**src/rtl/bsg_pkg.sv**
```systemverilog
// Shared types and helpers for the bsg_stream_tx transmit core.
package bsg_pkg;

  typedef enum logic {
    IDLE  = 1'b0,
    SHIFT = 1'b1
  } state_e;

  localparam int unsigned GRAY_MAX_W = 64;

  // Binary-to-Gray over a fixed maximum width; callers zero-extend and truncate.
  function automatic logic [GRAY_MAX_W-1:0] gray_enc(input logic [GRAY_MAX_W-1:0] b);
    return b ^ (b >> 1);
  endfunction

endpackage

```
**src/rtl/bsg_fifo.sv**
```systemverilog
// Synchronous FIFO with occupancy count; read data is the head entry, no bypass.
module bsg_fifo #(
  parameter int unsigned DATA_W = 8,
  parameter int unsigned DEPTH  = 4
) (
  input  logic                       SYS_CLK,
  input  logic                       reset,
  input  logic                       push,
  input  logic [DATA_W-1:0]          push_data,
  input  logic                       pop,
  output logic [DATA_W-1:0]          pop_data,
  output logic                       full,
  output logic                       empty,
  output logic [$clog2(DEPTH):0]     level
);

  localparam int unsigned PTR_W = $clog2(DEPTH);
  localparam int unsigned LVL_W = PTR_W + 1;

  logic [DATA_W-1:0] mem [DEPTH];
  logic [PTR_W-1:0]  wr_ptr;
  logic [PTR_W-1:0]  rd_ptr;
  logic              push_ok_c;
  logic              pop_ok_c;

  assign full      = (level == LVL_W'(DEPTH));
  assign empty     = (level == '0);
  assign push_ok_c = push & ~full;
  assign pop_ok_c  = pop & ~empty;
  assign pop_data  = mem[rd_ptr];

  always_ff @(posedge SYS_CLK) begin
    if (push_ok_c) mem[wr_ptr] <= push_data;
  end

  // Pointers wrap naturally since DEPTH is a power of two.
  always_ff @(posedge SYS_CLK) begin
    if (reset) begin
      wr_ptr <= '0;
      rd_ptr <= '0;
      level  <= '0;
    end else begin
      if (push_ok_c) wr_ptr <= wr_ptr + PTR_W'(1);
      if (pop_ok_c)  rd_ptr <= rd_ptr + PTR_W'(1);
      case ({push_ok_c, pop_ok_c})
        2'b10:   level <= level + LVL_W'(1);
        2'b01:   level <= level - LVL_W'(1);
        default: level <= level;
      endcase
    end
  end

endmodule

```
**src/rtl/bsg_stream_tx.sv**
```systemverilog
// Buffered bit-stream transmitter: FIFO, optional Gray encode, MSB-first
// symbol serialiser at a programmable rate, and a sticky drain interrupt.
module bsg_stream_tx
  import bsg_pkg::*;
#(
  parameter int unsigned DATA_W       = 8,
  parameter int unsigned DEPTH        = 4,
  parameter int unsigned BITS_PER_SYM = 2,
  parameter int unsigned GRAY_EN      = 1,
  parameter int unsigned DIV_W        = 8
) (
  input  logic                      SYS_CLK,
  input  logic                      reset,
  input  logic                      wr_valid,
  input  logic [DATA_W-1:0]         wr_data,
  output logic                      wr_ready,
  input  logic                      tx_enable,
  input  logic [DIV_W-1:0]          baud_div,
  input  logic                      int_mask,
  input  logic                      int_clr,
  output logic [BITS_PER_SYM-1:0]   sym_out,
  output logic                      sym_strobe,
  output logic                      busy,
  output logic                      int_flag,
  output logic                      irq,
  output logic [$clog2(DEPTH):0]    level
);

  localparam int unsigned N     = DATA_W / BITS_PER_SYM;
  localparam int unsigned IDX_W = $clog2(N + 1);
  localparam int unsigned LVL_W = $clog2(DEPTH) + 1;

  state_e            state;
  logic [DIV_W-1:0]  cnt;
  logic [IDX_W-1:0]  sym_idx;
  logic [DATA_W-1:0] shreg;
  logic [DATA_W-1:0] fifo_rdata;
  logic [DATA_W-1:0] enc_word_c;
  logic              full;
  logic              empty;
  logic              push_c;
  logic              pop_c;
  logic              tick_c;
  logic              last_sym_c;
  logic              int_set_c;

  bsg_fifo #(
    .DATA_W (DATA_W),
    .DEPTH  (DEPTH)
  ) u_fifo (
    .SYS_CLK   (SYS_CLK),
    .reset     (reset),
    .push      (push_c),
    .push_data (wr_data),
    .pop       (pop_c),
    .pop_data  (fifo_rdata),
    .full      (full),
    .empty     (empty),
    .level     (level)
  );

  assign wr_ready   = ~full;
  assign push_c     = wr_valid & ~full;
  assign tick_c     = (cnt == baud_div);
  assign last_sym_c = (sym_idx == IDX_W'(N));
  assign pop_c      = tick_c & tx_enable & ~empty & ((state == IDLE) | last_sym_c);
  assign enc_word_c = (GRAY_EN != 0) ? DATA_W'(gray_enc(GRAY_MAX_W'(fifo_rdata))) : fifo_rdata;
  assign int_set_c  = pop_c & (level == LVL_W'(1)) & ~push_c;
  assign irq        = int_flag & ~int_mask;

  // Symbol-rate divider; compares against the live baud_div so a shrink below the count wraps via max.
  always_ff @(posedge SYS_CLK) begin
    if (reset)                   cnt <= '0;
    else if (!(busy | tx_enable)) cnt <= '0;
    else if (tick_c)             cnt <= '0;
    else                         cnt <= cnt + DIV_W'(1);
  end

  always_ff @(posedge SYS_CLK) begin
    if (reset) begin
      state      <= IDLE;
      sym_idx    <= '0;
      shreg      <= '0;
      sym_out    <= '0;
      sym_strobe <= 1'b0;
      busy       <= 1'b0;
    end else begin
      sym_strobe <= 1'b0;
      if (tick_c) begin
        if (pop_c) begin
          shreg      <= enc_word_c << BITS_PER_SYM;
          sym_out    <= enc_word_c[DATA_W-1 -: BITS_PER_SYM];
          sym_strobe <= 1'b1;
          sym_idx    <= IDX_W'(1);
          state      <= SHIFT;
          busy       <= 1'b1;
        end else if (state == SHIFT && !last_sym_c) begin
          shreg      <= shreg << BITS_PER_SYM;
          sym_out    <= shreg[DATA_W-1 -: BITS_PER_SYM];
          sym_strobe <= 1'b1;
          sym_idx    <= sym_idx + IDX_W'(1);
        end else if (state == SHIFT) begin
          state <= IDLE;
          busy  <= 1'b0;
        end
      end
    end
  end

  // Set has priority over clear so a drain coinciding with int_clr is not lost.
  always_ff @(posedge SYS_CLK) begin
    if (reset) int_flag <= 1'b0;
    else       int_flag <= int_set_c | (int_flag & ~int_clr);
  end

endmodule

```
**config.mk**
```make
export PLATFORM = sky130hd
export DESIGN_NAME = bsg_stream_tx
export DESIGN_NICKNAME = d
export VERILOG_FILES = /design/src/rtl/bsg_pkg.sv /design/src/rtl/bsg_fifo.sv /design/src/rtl/bsg_stream_tx.sv
export SDC_FILE = /design/constraint.sdc
export NUM_CORES = 1
export LEC_CHECK = 0
export CORE_ASPECT_RATIO = 0.9
export CORE_MARGIN = 5
export CORE_UTILIZATION = 56
export DETAILED_ROUTE_END_ITERATION = 12
export PLACE_DENSITY = 0.79
export SETUP_SLACK_MARGIN = 0.4
export SLEW_MARGIN = 30
export SYNTH_ARGS = -nofsm -noshare
export SYNTH_HDL_FRONTEND = slang
export SYNTH_SLANG_ARGS = --single-unit
```
**constraint.sdc**
```tcl
create_clock -name SYS_CLK -period 2.5 [get_ports SYS_CLK]
set_input_delay 0.5 -clock SYS_CLK [delete_from_list [all_inputs] [get_ports SYS_CLK]]
set_output_delay 0.5 -clock SYS_CLK [all_outputs]
set_load 0.05 [all_outputs]
```
==> results of run 1 <==
==> per-layer routing <==
layer / track usage / wire length, µm / vias to the layer above
met5: 0 / 0 / -
met4: 0.0859 / 94 / 0
met3: 0.0588 / 361 / 13
met2: 0.279 / 2780 / 65
met1: 0.231 / 2510 / 953
li1: - / - / 963
==> kinds of logic after synthesis <==
family / Yosys count
compound gates: 39
xor+xnor: 24
fa+ha+maj: 12
buf+inv: 22
flops: 64
mux: 11
simple gates: 60
==> area by class of cell <==
cell class / count / area, µm²
fillers: 365 / 1560
well taps: 67 / 83.8
inverters: 11 / 46.3
multi-input cells: 146 / 1320
flip-flops and latches: 64 / 1610
repair buffers: 43 / 397
clock inverters: 7 / 80.1
clock buffers: 9 / 124
==> state kept, by name (all words and copies together) (netlist names), named ones only <==
register / cells
busy: 1
u_fifo.level: 3
u_fifo.rd_ptr: 2
u_fifo.wr_ptr: 2
shreg: 6
state: 1
sym_idx: 3
int_flag: 1
u_fifo.mem: 32
cnt: 8
sym_strobe: 1
sym_out: 2
==> worst max-delay path: cells and delay by family (launching register included) <==
family	cells	cell delay, ns
AO/OA/AOI/OAI	2	0.36
adder cells (fa/ha/maj)	2	0.38
buffers and inverters	2	0.10
flip-flops	1	0.36
multiplexers	1	0.12
AND/OR/NAND/NOR	3	0.67
==> where the power goes <==
part	leakage [nW]	internal, mW	total [mW]	switching, mW
sequential	0.556	1.14	1.15	0.0180
clock	0.0960	0.468	0.900	0.433
combinational	0.632	0.112	0.252	0.140
total	1.28	1.72	2.31	0.591
==> how the worst max path moves through the flow <==
| stage | startpoint | slack (ns) | endpoint | cells after the start |
|---|---|---|---|---|
| floorplan | u_fifo.level[0] | 0.41 | u_fifo.level[2] | 10 |
| global placement | baud_div[6] | 0.16 | u_fifo.level[2] | 8 |
| detailed placement | baud_div[4] | 0.13 | u_fifo.level[2] | 8 |
| CTS | sym_idx[0] | 0.40 | u_fifo.level[2] | 10 |
| global route | sym_idx[0] | 0.36 | u_fifo.level[2] | 10 |
| finish | sym_idx[0] | 0.45 | u_fifo.level[2] | 10 |
==> placed cells by master (no fill, tap or decap), drive strengths merged, types with 12 or more instances in the layout <==
| cell type | instances |
|---|---|
| xnor2 | 12 |
| clkdlybuf4s50 | 29 |
| inv | 12 |
| xor2 | 12 |
| nor2 | 19 |
| edfxtp | 32 |
| buf | 13 |
| ha | 12 |
| dfxtp | 32 |
==> stage by stage <==
stage                     instance area [µm²]   util  std cells  hold slack [ns]  setup slack [ns]
after floorplan                          3070      -        232            0.442             0.414
after global placement                   3410  0.654        329            0.460             0.161
after detailed placement                 3410  0.654        329            0.472             0.127
after CTS                                3620  0.692        345            0.483             0.404
after global routing                     3660  0.701        347            0.506             0.358
final                                    3660  0.701        347            0.479             0.445
==> what timing repair did <==
item                       4_1_cts  5_1_grt
resized for setup                1        8
gates cloned                     0        0
buffers inserted                 0        2
setup endpoints to repair        1        6
pin swaps                        0        1
==> run_summary.xml, run 1 <==
<?xml version="1.0" encoding="UTF-8"?>
<metrics>
  <group name="timing">
    <metric name="max_slew_violation_count" unit="">0</metric>
    <metric name="timing.setup.tns" unit="ns">0</metric>
    <metric name="period_share" unit="">0.822</metric>
    <metric name="setup-violations-final" unit="">0</metric>
    <metric name="fmax" unit="MHz">487</metric>
    <metric name="finClkSkew" unit="ns">0.00996</metric>
    <metric name="clock_period_minus_final_worst_setup_slack" unit="ns">2.05</metric>
    <metric name="hold_viol_final" unit="">0</metric>
    <metric name="setup_repair_after_global_routing_missed_its_margin" unit="">yes</metric>
    <metric name="timing_worst_slew_pin_value" unit="ns">0.498</metric>
    <metric name="timing.max_slew.rel_slack" unit="">0.667</metric>
  </group>
  <group name="synthesis">
    <metric name="netlist-cell-type-count" unit="">51</metric>
    <metric name="synthDominantCellAreaShare" unit="">0.319</metric>
    <metric name="synth_top_family_by_area" unit="">simple AND/OR/NAND/NOR gates</metric>
    <metric name="synth.top_cells.by_count" unit="">32 x sky130_fd_sc_hd__dfxtp_1, 32 x sky130_fd_sc_hd__edfxtp_1, 19 x sky130_fd_sc_hd__nor2_1</metric>
    <metric name="yosys_warning_total" unit="">0</metric>
    <metric name="syn_avg_cell_area" unit="µm²">13.0</metric>
    <metric name="syn_nets" unit="">266</metric>
    <metric name="xor_and_xnor_fraction_of_the_mapped_netlist_area" unit="">0.0698</metric>
    <metric name="synth-simple-area-share" unit="">0.124</metric>
    <metric name="synth-seq-cells" unit="">64</metric>
    <metric name="seq_total_area_yosys" unit="">0.532</metric>
    <metric name="synth.top_cells.by_area" unit="">sky130_fd_sc_hd__edfxtp_1 32%, sky130_fd_sc_hd__dfxtp_1 21%, sky130_fd_sc_hd__ha_1 5.0%</metric>
    <metric name="postSynthCellCount" unit="">232</metric>
    <metric name="synth_ff_type" unit="">sky130_fd_sc_hd__edfxtp_1</metric>
    <metric name="netlist.top_cell.by_area" unit="">sky130_fd_sc_hd__edfxtp_1</metric>
    <metric name="synthAdderAreaFrac" unit="">0.0499</metric>
    <metric name="synth_area" unit="µm²">3010</metric>
    <metric name="asyncSetResetFlopFracSynth" unit="">0</metric>
    <metric name="multiplexer_share_of_the_synthesized_area" unit="">0.0727</metric>
    <metric name="synth-edff-count" unit="">32</metric>
    <metric name="synth-compound-area-share" unit="">0.0973</metric>
  </group>
  <group name="global_route">
    <metric name="grt_util_all_layers" unit="">0.181</metric>
    <metric name="largest_net_degree_at_the_start_of_global_routing" unit="">24</metric>
    <metric name="grt_pass1_wl" unit="µm">9430</metric>
    <metric name="antenna_found_initial" unit="">0</metric>
    <metric name="number_of_global_route_vias_before_repair" unit="">1983</metric>
    <metric name="grt.overflow.total" unit="">0</metric>
  </group>
  <group name="setup_path">
    <metric name="slowest_stage" unit="">sky130_fd_sc_hd__dfxtp_2</metric>
    <metric name="critical_path.startpoint_type" unit="">register</metric>
    <metric name="worstReg2RegStart" unit="">sym_idx[0]</metric>
    <metric name="worstPathMaxFanout" unit="">6</metric>
    <metric name="worst-setup-path-type" unit="">reg -&gt; reg</metric>
    <metric name="r2r_slack" unit="ns">0.45</metric>
    <metric name="worst_ep_arrival_time" unit="ns">2.34</metric>
    <metric name="reg2reg_to" unit="">u_fifo.level[2]</metric>
    <metric name="cp_peak_stage_delay" unit="ns">0.36</metric>
    <metric name="crit_chain" unit="">inv_1 -&gt; ha_1 -&gt; a21boi_4 -&gt; and3b_2 -&gt; nand3_4 -&gt; inv_2 -&gt; ha_4 -&gt; mux2i_1 -&gt; or3_1 -&gt; a21oi_2</metric>
    <metric name="worstRegToRegCells" unit="">10</metric>
    <metric name="required" unit="ns">2.79</metric>
    <metric name="worstSetupEndpointType" unit="">register</metric>
  </group>
  <group name="detailed_routing">
    <metric name="drt-wirelength-per-cell" unit="µm">16.6</metric>
    <metric name="detail-route-antenna-nets" unit="">0</metric>
    <metric name="count_of_unresolved_drc_violations_after_routing" unit="">0</metric>
    <metric name="drt_pre_antenna_iters" unit="">5</metric>
    <metric name="drt_iter0_drc" unit="">160</metric>
    <metric name="average_via_count_per_standard_cell" unit="">5.75</metric>
    <metric name="num_vias" unit="">1994</metric>
    <metric name="wl" unit="µm">5740</metric>
  </group>
  <group name="clock_tree">
    <metric name="cts-root-buf" unit="">sky130_fd_sc_hd__clkbuf_8</metric>
    <metric name="cts.htree.levels" unit="">3</metric>
    <metric name="cts_inserted_buffers" unit="">9</metric>
    <metric name="cts_hold_repair.buffers" unit="">0</metric>
    <metric name="tritoncts_num_sinks" unit="">64</metric>
    <metric name="clkTransAtPathRegs" unit="ns">0.08</metric>
    <metric name="tritoncts" unit="">done</metric>
    <metric name="worst_skew_pair.late_latency" unit="ns">0.35</metric>
    <metric name="cts.path.max_buffers" unit="">2</metric>
  </group>
  <group name="cells_and_area">
    <metric name="finish.net_count" unit="">309</metric>
    <metric name="syn2layout_area_growth" unit="%">21.7</metric>
    <metric name="antenna-diode-count" unit="">0</metric>
    <metric name="drive_gt1_frac" unit="">0.225</metric>
  </group>
  <group name="floorplan">
    <metric name="area_enclosed_by_the_die_boundary" unit="µm²">6940</metric>
    <metric name="start_util" unit="">0.576</metric>
    <metric name="placeableCoreArea" unit="µm²">5220</metric>
    <metric name="num_ports" unit="">32</metric>
    <metric name="die_height" unit="µm">79.6</metric>
    <metric name="number_of_standard_cell_rows_in_the_floorplan" unit="">25</metric>
    <metric name="chipWidth" unit="µm">87.3</metric>
  </group>
  <group name="power">
    <metric name="total_power" unit="mW">2.31</metric>
    <metric name="worst_ir_drop_vdd" unit="V">0.000500</metric>
    <metric name="cellLeakagePower" unit="nW">1.28</metric>
    <metric name="power-per-cell-area" unit="nW/µm²">630</metric>
  </group>
  <group name="hold_path">
    <metric name="whs_endpoint" unit="">shreg[2]</metric>
    <metric name="timing.hold.worst.start" unit="">shreg[2]</metric>
    <metric name="min-delay-path-class" unit="">reg -&gt; reg</metric>
    <metric name="hold-path-cell-count" unit="">2</metric>
  </group>
  <group name="place">
    <metric name="gp_routability_congestion" unit="">0.796</metric>
    <metric name="place.port_buffers" unit="">31</metric>
    <metric name="place.detailed.hpwl" unit="µm">3910</metric>
  </group>
  <group name="flow_run">
    <metric name="maxCapViolCount" unit="">0</metric>
  </group>
  <group name="status">
    <metric name="outcome" unit="">complete, no violations</metric>
  </group>
</metrics>
(Power assumes the default switching activity.)
==> run 2, diff against run 1 <==
- CORE_UTILIZATION: 56 -> 51
- PLACE_DENSITY: 0.79 -> 0.76
- clock period: 2.5 -> 1.72 ns (I/O delays scaled with it)
==> run 2 against run 1 <==
Effect of this change: the flow now finishes with violations (negative setup slack); utilization grew 14 points; total power grew 59%; via count grew 23%; sequential share of layout area shrank 10 points; critical path type unchanged; largest cell class is now multi-input gates.
==> run_summary.xml, run 2 (same netlist as run 1, synthesis figures left out) <==
<?xml version="1.0" encoding="UTF-8"?>
<metrics>
  <group name="status">
    <metric name="outcome" unit="">finished, violations left</metric>
    <metric name="failed_checks" unit="">negative setup slack</metric>
  </group>
  <group name="cells_and_area">
    <metric name="final_standard_cell_area_without_fillers" unit="µm²">4780</metric>
    <metric name="final-seq-area" unit="µm²">1620</metric>
    <metric name="regMostFlops" unit="">u_fifo.mem</metric>
    <metric name="drive_gt1_frac" unit="">0.553</metric>
    <metric name="multiInputGateArea" unit="µm²">1720</metric>
    <metric name="antenna-diode-count" unit="">0</metric>
    <metric name="mostFrequentLayoutCell" unit="">sky130_fd_sc_hd__buf_4</metric>
    <metric name="largestRegisters" unit="">u_fifo.mem (32), cnt (8), shreg (6)</metric>
    <metric name="syn2layout_area_growth" unit="%">58.7</metric>
    <metric name="mostFrequentLayoutCells" unit="">41 x sky130_fd_sc_hd__buf_4, 32 x sky130_fd_sc_hd__edfxtp_1, 28 x sky130_fd_sc_hd__buf_6</metric>
    <metric name="fill_cells" unit="">262</metric>
    <metric name="largest_register_ffs" unit="">32</metric>
    <metric name="finish.net_count" unit="">371</metric>
    <metric name="final_cells" unit="">412</metric>
  </group>
  <group name="timing">
    <metric name="setup_repair_after_global_routing_missed_its_margin" unit="">yes</metric>
    <metric name="setup-violations-final" unit="">20</metric>
    <metric name="max_slew_violation_count" unit="">0</metric>
    <metric name="clock_period_minus_final_worst_setup_slack" unit="ns">2.04</metric>
    <metric name="fmax" unit="MHz">490</metric>
    <metric name="finClkSkew" unit="ns">0.00630</metric>
    <metric name="postLayoutSetupSlackWorst" unit="ns">-0.322</metric>
    <metric name="timing_worst_slew_pin_value" unit="ns">0.493</metric>
    <metric name="period_share" unit="">1.19</metric>
    <metric name="fin_hold_ws" unit="ns">0.514</metric>
    <metric name="timing.max_slew.rel_slack" unit="">0.671</metric>
    <metric name="hold_viol_final" unit="">0</metric>
  </group>
  <group name="setup_path">
    <metric name="worst_ep_arrival_time" unit="ns">2.32</metric>
    <metric name="worst-setup-path-type" unit="">reg -&gt; reg</metric>
    <metric name="critical_path.startpoint_type" unit="">register</metric>
    <metric name="worstSetupEndpointType" unit="">register</metric>
    <metric name="worstPathMaxFanout" unit="">2</metric>
    <metric name="required" unit="ns">2.00</metric>
  </group>
  <group name="clock_tree">
    <metric name="worst_skew_pair.late_latency" unit="ns">0.34</metric>
    <metric name="cts_inserted_buffers" unit="">9</metric>
    <metric name="cts.htree.levels" unit="">3</metric>
    <metric name="cts.path.max_buffers" unit="">2</metric>
    <metric name="clkTransAtPathRegs" unit="ns">0.07</metric>
    <metric name="tritoncts_num_sinks" unit="">64</metric>
    <metric name="cts-root-buf" unit="">sky130_fd_sc_hd__clkbuf_8</metric>
    <metric name="tritoncts" unit="">done</metric>
  </group>
  <group name="floorplan">
    <metric name="start_util" unit="">0.529</metric>
    <metric name="die_height" unit="µm">82.9</metric>
    <metric name="area_enclosed_by_the_die_boundary" unit="µm²">7540</metric>
    <metric name="chipWidth" unit="µm">91.0</metric>
    <metric name="num_ports" unit="">32</metric>
    <metric name="number_of_standard_cell_rows_in_the_floorplan" unit="">26</metric>
    <metric name="placeableCoreArea" unit="µm²">5690</metric>
  </group>
  <group name="power">
    <metric name="worst_ir_drop_vdd" unit="V">0.000907</metric>
    <metric name="power-per-cell-area" unit="nW/µm²">768</metric>
    <metric name="cellLeakagePower" unit="nW">1.86</metric>
  </group>
  <group name="place">
    <metric name="place.detailed.hpwl" unit="µm">4370</metric>
    <metric name="dpl-instance-area" unit="µm²">3720</metric>
    <metric name="placedCellCount" unit="">365</metric>
    <metric name="gp_routability_congestion" unit="">0.787</metric>
    <metric name="place.port_buffers" unit="">31</metric>
  </group>
  <group name="detailed_routing">
    <metric name="detail-route-antenna-nets" unit="">0</metric>
    <metric name="num_vias" unit="">2459</metric>
    <metric name="drt_pre_antenna_iters" unit="">4</metric>
    <metric name="average_via_count_per_standard_cell" unit="">5.97</metric>
    <metric name="drt-wirelength-per-cell" unit="µm">22.6</metric>
    <metric name="count_of_unresolved_drc_violations_after_routing" unit="">0</metric>
    <metric name="drt_iter0_drc" unit="">166</metric>
    <metric name="wl" unit="µm">9310</metric>
  </group>
  <group name="global_route">
    <metric name="largest_net_degree_at_the_start_of_global_routing" unit="">24</metric>
    <metric name="number_of_global_route_vias_before_repair" unit="">2513</metric>
    <metric name="grt_util_all_layers" unit="">0.218</metric>
    <metric name="grt.overflow.total" unit="">0</metric>
    <metric name="antenna_found_initial" unit="">0</metric>
    <metric name="grt_pass1_wl" unit="µm">12800</metric>
  </group>
  <group name="hold_path">
    <metric name="min-delay-path-class" unit="">reg -&gt; reg</metric>
  </group>
  <group name="flow_run">
    <metric name="maxCapViolCount" unit="">0</metric>
  </group>
</metrics>
[run 2: cell count changes in the layout (fill, tap and decap cells not counted), moves of 6 or more]
| cell | delta |
|---|---|
| sky130_fd_sc_hd__dlygate4sd2_1 | +8 |
| sky130_fd_sc_hd__buf_12 | +7 |
| sky130_fd_sc_hd__nor2_1 | -10 |
| sky130_fd_sc_hd__buf_6 | +28 |
| sky130_fd_sc_hd__buf_4 | +28 |
| sky130_fd_sc_hd__xnor2_2 | +6 |
| sky130_fd_sc_hd__o41ai_1 | -6 |
| sky130_fd_sc_hd__o41ai_2 | +6 |
| sky130_fd_sc_hd__nor2_4 | +6 |
| sky130_fd_sc_hd__clkdlybuf4s50_1 | -17 |
| sky130_fd_sc_hd__xnor2_1 | -6 |
[run 2: final timing paths]
kind              start         endpoint  slack [ns]  cells after the start
max          sym_idx[0]  u_fifo.level[2]       -0.32                     10
min                busy             busy        0.51                      2
max reg2reg  sym_idx[0]  u_fifo.level[2]       -0.32                     10
min reg2reg        busy             busy        0.51                      2
[run 2: critical path, stage by stage, from the launching register on]
cell and delay, ns:
sky130_fd_sc_hd__dfxtp_1 0.36, sky130_fd_sc_hd__inv_1 0.06, sky130_fd_sc_hd__ha_1 0.22, sky130_fd_sc_hd__a21boi_4 0.15, sky130_fd_sc_hd__and3b_2 0.26, sky130_fd_sc_hd__nand3_4 0.08
sky130_fd_sc_hd__inv_2 0.05, sky130_fd_sc_hd__ha_4 0.16, sky130_fd_sc_hd__mux2i_1 0.15, sky130_fd_sc_hd__or3_1 0.34, sky130_fd_sc_hd__a21oi_2 0.13
[run 2: what timing repair did]
item	4_1_cts	5_1_grt
buffers inserted	16	11
resized for setup	91	38
pin swaps	38	13
setup endpoints to repair	68	70
cloned	4	0
hold buffers	0	0
[run 2: area by class of cell]
type	instances	area share
multi-input cells	146	0.360
well taps	70	0.0183
flip-flops and latches	64	0.339
clock inverters	6	0.0128
clock buffers	10	0.0267
inverters	11	0.00969
repair buffers	105	0.233
[run 2: report_power, final]
part / internal [mW] / total [mW] / switching, mW
combinational: 0.381 / 0.742 / 0.361
sequential: 1.65 / 1.68 / 0.0231
clock: 0.663 / 1.25 / 0.588
[run 2: routing by layer]
| layer | track usage | vias up | routed length [µm] |
|---|---|---|---|
| met3 | 0.0606 | 35 | 462 |
| met4 | 0.0907 | 0 | 348 |
| met5 | 0 | - | 0 |
| li1 | - | 1090 | - |
| met2 | 0.375 | 96 | 4810 |
| met1 | 0.253 | 1238 | 3690 |
[run 2: per-stage QoR]
step            util  TNS [ns]  worst slack (ns)  power [mW]
2_1_floorplan      -    -0.738            -0.362        1.95
3_3_place_gp   0.653    -10.61            -0.429        2.13
3_5_place_dp   0.653    -12.78            -0.508        2.15
4_1_cts        0.788     -1.76            -0.294        3.53
5_1_grt        0.839     -4.76            -0.378        3.79
6_report       0.839     -3.46            -0.322        3.67
==> patch, RTL diff (config.mk and constraints of run 1) <==
Set the parameter `GRAY_EN` to 0 (it was 1).
--- a/src/rtl/bsg_stream_tx.sv
+++ b/src/rtl/bsg_stream_tx.sv
@@ -6,7 +6,7 @@
   parameter int unsigned DATA_W       = 8,
   parameter int unsigned DEPTH        = 4,
   parameter int unsigned BITS_PER_SYM = 2,
-  parameter int unsigned GRAY_EN      = 1,
+  parameter int unsigned GRAY_EN      = 0,
   parameter int unsigned DIV_W        = 8
 ) (
   input  logic                      SYS_CLK,
Function: changed (a bounded check fails within 4 cycles, from zero or initial values and one cycle with reset high).
==> patch against run 1 <==
Setup slack better by 0.015 ns; design area down 2.9%; critical path depth down 9; sequential power about the same; non-clock buffer count up 1; power down 3.3%; area after synthesis down 7.2%; highest routed layer unchanged; wire length down 7.1%; largest cell class unchanged; register-to-register slack better by 0.05 ns; synthesized cell count down 8.6%; sequential cell count unchanged; critical path type is now reg2out.
==> patch: results (changes against run 1) <==
| Metric | Value |
|---|---|
| Post-Syn Nets | 246 (-7.5%) |
| FMAX | 490 MHz (+0.75%) |
| Half-perimeter wire length after placement | 3650 um (-6.7%) |
| Combinational Power Share | 9.5% (-1.4 points) |
| Worst Path Arrival | 1.54 ns (-0.80 ns) |
| Worst reg-to-reg path cell count | 6 (-4) |
| 1st-pass router iterations | 6 (+1) |
| Met1 usage | 21.7% (-1.4 points) |
| Vias in the first global route | 1879 (-5.2%) |
| GRT Total Usage | 18.1% (-0.062 points) |
| GP Congestion | 0.807 (+1.4%) |
| P_int | 1.70 mW (-1.1%) |
| Reg power frac | 51.8% (+1.8 points) |
| Post-Synth Adder-Cell Area | 5.37% (+0.39 points) |
| Inverters | 16 (+5) |
| Slowest CP cell | clkdlybuf4s50_1 |
| Clock-cell share of area | 5.49% (-0.080 points) |
| Routed Wire Length | 5340 um (-7.1%) |
| Commonest cells post-synth | dfxtp_1 (32), edfxtp_1 (32), nor2_1 (18) |
| Compound-Gate Fraction of Synth Area | 10.2% (+0.44 points) |
| # fillers | 342 (-6.3%) |
| Global-route wire length before repair | 9070 um (-3.7%) |
| CP max stage delay | 0.82 ns (+0.46 ns) |
| Signal buf overhead | 11.3% (+0.46 points) |
| GR met3 Demand/Resource | 6.00% (+0.12 points) |
| Vias | 1798 (-9.8%) |
| Multi-input gate area | 1200 um^2 (-8.8%) |
| Non-clock buffers | 44 (+2.3%) |
| Final Skew | 0.00517 ns (-0.00478 ns) |
| CP top delay family | buffers and inverters |
| CP Capture Point | level[2] |
| Reg2reg end | sym_idx[2]$_SDFFE_PP0P_ |
| Met2 WL | 2730 um (-1.7%) |
| Nets | 295 (-4.5%) |
| DR iter-0 viols | 54 (-66%) |
| Hold Path End | shreg[7]$_SDFFE_PP0P_ |
| Mux cell area share after synthesis | 7.61% (+0.34 points) |
| Unique masters post-synth | 45 (-12%) |
| CP Launch Point | u_fifo.level[2]$_SDFFE_PP0P_ |
| VDD IR max | 0.487 mV (-2.6%) |
| Layout cells sized above 1 | 25.2% (+2.7 points) |
| DP Worst Slack | -0.00112 ns (-0.128 ns) |
| CP max FO | 7 (+1) |
| Status | finished clean |
| Area contributors post-synth | edfxtp_1 (34%), dfxtp_1 (23%), mux4_2 (6.4%) |
| Relative slew slack | 63.6% (-3.1 points) |
| Multi-input gates | 126 (-14%) |
-- patch: kinds of logic after synthesis --
| logic type | Yosys count |
|---|---|
| buffers and inverters | 22 |
| AOI/OAI and AO/OA | 33 |
| adders and majority gates | 12 |
| muxes | 11 |
| DFF | 64 |
| and+or+nand+nor | 53 |
| xor gates and xnor gates | 17 |
-- patch: worst min-delay path, delay by kind of cell (launching register included) --
kind,cells,cell delay [ns]
AOI/OAI and AO/OA,1,0.05
buffers and inverters,1,0.06
DFF,1,0.31
-- patch: stage by stage --
step	hold WS (ns)	util [%]	cells	cell area, um^2	TNS (ns)
3_3_place_gp	0.451	68.7	312	3320	0
3_5_place_dp	0.453	68.7	312	3320	-0.00112
6_report	0.465	73.6	331	3560	0
2_1_floorplan	0.443	-	212	2890	0
4_1_cts	0.464	73.3	330	3540	0
5_1_grt	0.482	73.6	331	3560	0
-- patch: repair_timing --
item,in CTS,in global routing
buffers inserted,2,1
endpoints found under the setup margin,4,1
hold buffers,0,0
resized for setup,10,3
pin swaps,8,3
